<file path="src/rtl/matrix_pkg.sv">
// Shared types and sizes for the packed-matrix datapath.
// Used by the adder, the result streamer and the loader.
package matrix_pkg;
  localparam int DIM      = 5;
  localparam int ELEM_W   = 8;
  localparam int MAT_W    = DIM * DIM * ELEM_W;
  localparam int IDX_W    = $clog2(DIM);
  localparam int NUM_ELEM = DIM * DIM;
  localparam int K_W      = $clog2(NUM_ELEM);

  typedef enum logic [1:0] {
    IDLE   = 2'd0,
    STREAM = 2'd1,
    DONE   = 2'd2
  } state_t;
endpackage

</file>
<file path="src/rtl/matrix_index_counter.sv">
// Row-major row/col walker over a DIM x DIM matrix.
// Wraps back to (0,0) after the last element.
module matrix_index_counter
  import matrix_pkg::*;
(
  input  logic             clk,
  input  logic             rst_n,
  input  logic             clear,
  input  logic             en,
  output logic [IDX_W-1:0] row,
  output logic [IDX_W-1:0] col,
  output logic             last
);

  localparam logic [IDX_W-1:0] MAX = IDX_W'(DIM - 1);

  assign last = (row == MAX) && (col == MAX);

  always_ff @(posedge clk or negedge rst_n) begin
    if (!rst_n) begin
      row <= '0;
      col <= '0;
    end else if (clear) begin
      row <= '0;
      col <= '0;
    end else if (en) begin
      if (col == MAX) begin
        col <= '0;
        row <= last ? '0 : row + 1'b1;
      end else begin
        col <= col + 1'b1;
      end
    end
  end

endmodule

</file>
<file path="src/rtl/matrix_result_streamer.sv">
// Captures a packed result matrix on start and streams it
// element by element over valid/ready, tagged with row/col.
module matrix_result_streamer
  import matrix_pkg::*;
(
  input  logic                     clk,
  input  logic                     rst_n,
  input  logic                     start,
  input  logic [MAT_W-1:0]         matrix_in,
  input  logic                     overflow_in,
  output logic                     busy,
  output logic                     elem_valid,
  input  logic                     elem_ready,
  output logic signed [ELEM_W-1:0] elem_data,
  output logic [IDX_W-1:0]         elem_row,
  output logic [IDX_W-1:0]         elem_col,
  output logic                     elem_last,
  output logic                     done,
  output logic                     overflow_out
);

  state_t           state;
  state_t           state_next;
  logic [MAT_W-1:0] shadow;
  logic             capture;
  logic             transfer;
  logic             cnt_last;
  logic [IDX_W-1:0] row;
  logic [IDX_W-1:0] col;
  logic [K_W-1:0]   k;

  assign capture  = (state == IDLE) && start;
  assign transfer = elem_valid && elem_ready;

  matrix_index_counter u_idx (
    .clk   (clk),
    .rst_n (rst_n),
    .clear (capture),
    .en    (transfer),
    .row   (row),
    .col   (col),
    .last  (cnt_last)
  );

  always_ff @(posedge clk or negedge rst_n) begin
    if (!rst_n) state <= IDLE;
    else        state <= state_next;
  end

  always_ff @(posedge clk or negedge rst_n) begin
    if (!rst_n) begin
      shadow       <= '0;
      overflow_out <= 1'b0;
    end else if (capture) begin
      shadow       <= matrix_in;
      overflow_out <= overflow_in;
    end
  end

  always_comb begin
    state_next = state;
    busy       = 1'b0;
    elem_valid = 1'b0;
    done       = 1'b0;
    unique case (state)
      IDLE: begin
        if (start) state_next = STREAM;
      end
      STREAM: begin
        busy       = 1'b1;
        elem_valid = 1'b1;
        if (elem_ready && cnt_last) state_next = DONE;
      end
      DONE: begin
        busy       = 1'b1;
        done       = 1'b1;
        state_next = IDLE;
      end
      default: state_next = IDLE;
    endcase
  end

  // Flat index from counters: a multiply by a constant, no divider.
  assign k = K_W'(row) * K_W'(DIM) + K_W'(col);

  assign elem_data = elem_valid ? shadow[k*ELEM_W +: ELEM_W] : '0;
  assign elem_row  = elem_valid ? row : '0;
  assign elem_col  = elem_valid ? col : '0;
  assign elem_last = elem_valid && cnt_last;

endmodule

</file>
<file path="config.mk">
export PLATFORM = sky130hd
export DESIGN_NAME = matrix_result_streamer
export DESIGN_NICKNAME = d
export VERILOG_FILES = /design/src/rtl/matrix_pkg.sv /design/src/rtl/matrix_index_counter.sv /design/src/rtl/matrix_result_streamer.sv
export SDC_FILE = /design/constraint.sdc
export NUM_CORES = 1
export LEC_CHECK = 0
export ABC_AREA = 0
export CAP_MARGIN = 20
export CORE_UTILIZATION = 52
export CTS_BUF_LIST = sky130_fd_sc_hd__clkbuf_8
export CTS_CLUSTER_SIZE = 28
export DETAILED_ROUTE_END_ITERATION = 16
export PLACE_DENSITY = 0.88
export SLEW_MARGIN = 20
export SYNTH_ARGS = -nofsm -noshare
export SYNTH_HDL_FRONTEND = slang
export SYNTH_SLANG_ARGS = --single-unit
</file>
<file path="constraint.sdc">
create_clock -name clk -period 4.03 [get_ports clk]
set_input_delay 0.6045 -clock clk [delete_from_list [all_inputs] [get_ports clk]]
set_output_delay 0.6045 -clock clk [all_outputs]
set_load 0.01 [all_outputs]
</file>
# --- After elaboration in Yosys (flattened, before gate mapping) ---
# Index checks and enable logic that the tools add are counted.
totals:
  reg_bits: 209
  latchBits: 0
  mem_bits_rw: 0
  mem_bits_ro: 0
  elab_cells: 43
  n_memories: 0
classes:
  add_sub_neg: 3
  n_mul: 1
  n_div: 0
  order_cmp: 0
  n_eq_ne: 6
  shift: 1
  n_mux: 16
  n_bitwise: 0
  n_reduce_logical: 11
ops:
  columns: ["op", "count"]
  rows:
  - ["200-bit by 9-bit indexed part select with 8-bit output", 1]
  - ["3-bit 2-to-1 mux", 9]
  - ["8-bit 2-to-1 mux", 1]
  - ["3-bit by 1-bit adder with 3-bit output (second input constant)", 2]
  - ["3-bit == test (second input constant)", 2]
  - ["5-bit by 3-bit adder with 5-bit output", 1]
  - ["1-bit logical AND", 5]
  - ["3-bit by 3-bit multiplier with 5-bit output (second input constant)", 1]
  - ["2-bit 2-to-1 mux", 2]
  - ["2-bit != test (second input constant)", 2]
  - ["2-bit one-hot mux with 2 select lines", 1]
  - ["2-bit AND reduction", 2]
  - ["2-bit nonzero test", 2]
  - ["1-bit 2-to-1 mux", 3]
  - ["2-bit by 1-bit == test with 1-bit output (second input constant)", 1]
  - ["2-bit == test (second input constant)", 1]
  - ["2-bit logical NOT", 1]
  - ["2-bit OR reduction", 1]

# --- Longest topological paths before layout ---
depth:
  word_depth: 6
  depth_mapped: 9

# --- By module ---
# From an unflattened synthesis, not the netlist that was laid out.
unflattened:
  cells_unflattened: 632
  hier_area_um2: 9897.0
by_module_without_submodules:
  columns: ["module", "n_inst", "cells_per_inst", "area_per_inst_um2"]
  rows:
  - ["matrix_result_streamer", 1, 596, 9556.7]
  - ["matrix_index_counter", 1, 36, 340.3]

# --- Worst setup path after synthesis ---
# Ideal clock, no wire load.
synth_path:
  path_kind: "reg-to-output"
  from: "register u_idx.row[0]"
  to: "output elem_data[0]"
  arrival_time_ps: 2778
  required_time_ps: 3425
  path_slack_ps: 648
  stages_incl_launch_ff: 10
  path_buffers: 1
  path_cell_list: "dfrtp_1 -> ha_1 -> ha_1 -> inv_1 -> fa_1 -> or3b_2 -> clkbuf_1 -> nor3_1 -> a31oi_1 -> a211oi_1"
synth_between:
  elab_chain_len: 4
synth_lines:
  columns: ["item", "line_no", "source"]
  rows:
  - ["start, declared", "matrix_index_counter.sv:10", "output logic [IDX_W-1:0] row,"]
  - ["start signal, assigned", "matrix_index_counter.sv:29", "row <= last ? '0 : row + 1'b1;"]
  - ["3-bit by 3-bit multiplier with 5-bit output", "matrix_result_streamer.sv:84", "assign k = K_W'(row) * K_W'(DIM) + K_W'(col);"]
  - ["5-bit by 3-bit adder with 5-bit output", "matrix_result_streamer.sv:84", null]
  - ["200-bit by 9-bit indexed part select with 8-bit output", "matrix_result_streamer.sv:86", "assign elem_data = elem_valid ? shadow[k*ELEM_W +: ELEM_W] : '0;"]
  - ["8-bit 2-to-1 mux", "matrix_result_streamer.sv:86", null]
  - ["end, declared", "matrix_result_streamer.sv:14", "output logic signed [ELEM_W-1:0] elem_data,"]
# Every way passes these cells.

# --- Worst setup path in the final report ---
# Same ends and word-level chain as after synthesis.

==> out/results.ini <==
[routing]
wl_met3_mm=2.26
drtAntennaViolNets=0
maxUsedRoutingLayer=met5
route.detailed.drc=0
first_pass_iters=7
vias=8616
wl_met1_mm=11.6
routed_wl_mm=27.5
dr.first_iter.drc_count=709
met2WireLength_mm=12.7
viasPerCell=5.46
wire_per_inst_um=17.4

[synthesis]
ys_ff_latch=209
yosysUniqueCellTypes=36
synth_edf_count=0
synthArstFlopShare=1.00
seq_area_frac_synth=0.524
syn_area_um2=9990
synth_nets=1319
yosysWarnings=0
postSynthCellCount=1097
avgSynthCellArea_um2=9.10
ys.flop_type=dfrtp_1

[finish]
drive_above_1_share=0.127
fin_nets=1548
final_cells=1578
seqCellArea_um2=5230
multi_input_area_um2=4580
antenna-diode-count=0
syn2layout_area_growth_pct=34.4
fillers=1294

[clock_tree]
root_buffer=clkbuf_8
clockBufferDepth=3
clk_latency_ps=520
htreeDepth=2
cts_tree=yes
cts_sinks=209
ctsHoldBuffers=0
clk_pin_slew_ps=60
numCtsBuffers=36

[power]
power.total_mw=9.40
power_frac_comb=0.428
seqPwrFrac=0.389
power_leakage_nw=6.58
powerDensity_nw_per_um2=701
peakVddDrop_mv=0.308
clock_power_share=0.183
power_switching_mw=3.56
swShare=0.378
internal-power_mw=5.85

[timing]
fin_crit_sh=0.983
finalSetupViolCount=0
setup_tns_ps=0
setup_ws_ps=67.1
tightest_slew_ps=1010
maxSlewViolCount=0
fin_skew_ps=12.5
fmax_mhz=252
post-route-min-period_ps=3960
hold_violations=0
slew_headroom=0.325

[setup_path]
crit_path_max_fanout=12
cp.arrival_ps=3360
cp.required_ps=3430
critPathKind=reg -> out
endpoint_kind=output port
critPathLaunchType=register

[floorplan]
start_util=0.532
pin_count=224
core_um2=18800
die_w_um=141
rows=50
die_area_um2=19800
die_h_um=141

[placement]
dp_cells=1510
pre_cts_ws_ps=129
portBuffers=223
dp_hpwl_mm=18.8
gp_congestion=0.892

[status]
status=completed

[global_route]
grt_pass1_vias=8587
grt_pass1_wl_mm=43.0
antenna_found_initial=1
grt_use_total=0.280
grt_max_degree=195
grt-ovfl-total=0

[run]
cap_violations=0

[hold_path]
hp-class=in -> async

-- metal layers --
layer	vias to the layer above	global-route usage
met2	446	0.445
met3	82	0.0577
met4	2	0.113
met5	-	0
met1	4096	0.381
li1	3990	-
-- cells in the mapped netlist, types with 9 or more instances --
cell | count | area share
nand2_1 | 601 | 0.23
dfrtp_1 | 209 | 0.52
clkbuf_1 | 50 | 0.019
mux4_2 | 34 | 0.077
mux2i_1 | 29 | 0.029
inv_1 | 17 | 0.0064
mux2_2 | 17 | 0.019
ha_1 | 16 | 0.020
a21oi_1 | 12 | 0.0060
and2_1 | 9 | 0.0056
nor2_1 | 9 | 0.0034
-- layout make-up --
cell class | instances | area share
well taps | 234 | 0.0218
clock buffers | 41 | 0.0421
flip-flops and latches | 209 | 0.390
repair buffers | 259 | 0.195
clock inverters | 15 | 0.00476
inverters | 17 | 0.00476
multi-input cells | 803 | 0.342
-- stage by stage --
step	hold WS, ps	util	area (um2)
5_1_grt	303	0.715	13400
2_1_floorplan	309	-	9990
4_1_cts	269	0.709	13300
3_3_place_gp	453	0.666	12500
6_report	211	0.715	13400
3_5_place_dp	458	0.666	12500
-- power groups by stage --
stage	clock network, mW	registers (mW)	logic (mW)
final	1.72	3.66	4.02
after global routing	1.85	3.75	4.38
after CTS	1.75	3.64	3.93
after detailed placement	0	3.65	3.86
after global placement	0	3.61	3.76
after floorplan	0	3.45	2.61
-- cells by family after synthesis --
| kind of cell | synth area share |
|---|---|
| adders and majority gates | 0.0221 |
| buffers and inverters | 0.0363 |
| DFF | 0.524 |
| muxes | 0.125 |
| and+or+nand+nor | 0.252 |
| xor gates and xnor gates | 0.00514 |
| AOI/OAI and AO/OA | 0.0353 |
-- registers in the layout, indices dropped and copies added (netlist names) --
name and count:
u_idx.row 3, u_idx.col 3, shadow 200, state 2, overflow_out 1
-- repair_timing --
| action | in CTS | in global routing |
|---|---|---|
| pin swaps | 4 | 5 |
| resized for setup | 47 | 19 |
| endpoints found under the setup margin | 8 | 8 |
| setup buffers | 3 | 6 |
| cloned | 2 | 1 |
-- critical path: stages (launching register included) --
cell	delay (ps)
dfrtp_1	440
ha_4	270
ha_4	260
inv_1	50
fa_2	390
xor2_4	190
buf_4	150
bufbuf_16	270
nor3_2	190
a31oi_1	90
a211oi_1	270
buf_4	170
clkbuf_2	120
-- final timing paths --
| check | slack, ps | cells after the start | end | from |
|---|---|---|---|---|
| setup / recovery | 70 | 12 | elem_data[0] | u_idx.row[0]$_DFFE_PN0P_ |
| hold / removal | 210 | 1 | shadow[139]$_DFFE_PN0P_ | rst_n |
| setup reg to reg | 1770 | 6 | shadow[123]$_DFFE_PN0P_ | state[0]$_DFFE_PN0P_ |
| hold reg to reg | 470 | 2 | shadow[95]$_DFFE_PN0P_ | shadow[95]$_DFFE_PN0P_ |
| max in group asynchronous | 2890 | 2 | shadow[63]$_DFFE_PN0P_ | rst_n |
| min in group clk | 470 | 2 | shadow[95]$_DFFE_PN0P_ | shadow[95]$_DFFE_PN0P_ |
-- cells in the final DEF, fill, tap and decap left out, types with 2 or more instances in the layout --
cell type        count
mux2i_1             29
ha_1                11
o41ai_1              2
a21oi_1             12
nand3_1              3
xor2_1               2
nor3_1               5
clkdlybuf4s50_1    214
a22oi_2              2
nand2_1            600
clkbuf_2             3
inv_1               29
nor2b_1              2
a211oi_1             7
buf_2                5
ha_4                 4
dfrtp_1            209
clkinv_2             2
buf_4               23
a22oi_1              5
mux2_2              17
nor3_2               3
o21ai_0              8
nor4_2               4
buf_6                4
clkbuf_8            42
mux4_2              34
nor2_1               9
buf_12               6
nor4_1               4
a31oi_1              7
o41ai_2              6
and2_1               8
(Power assumes the default switching activity.)
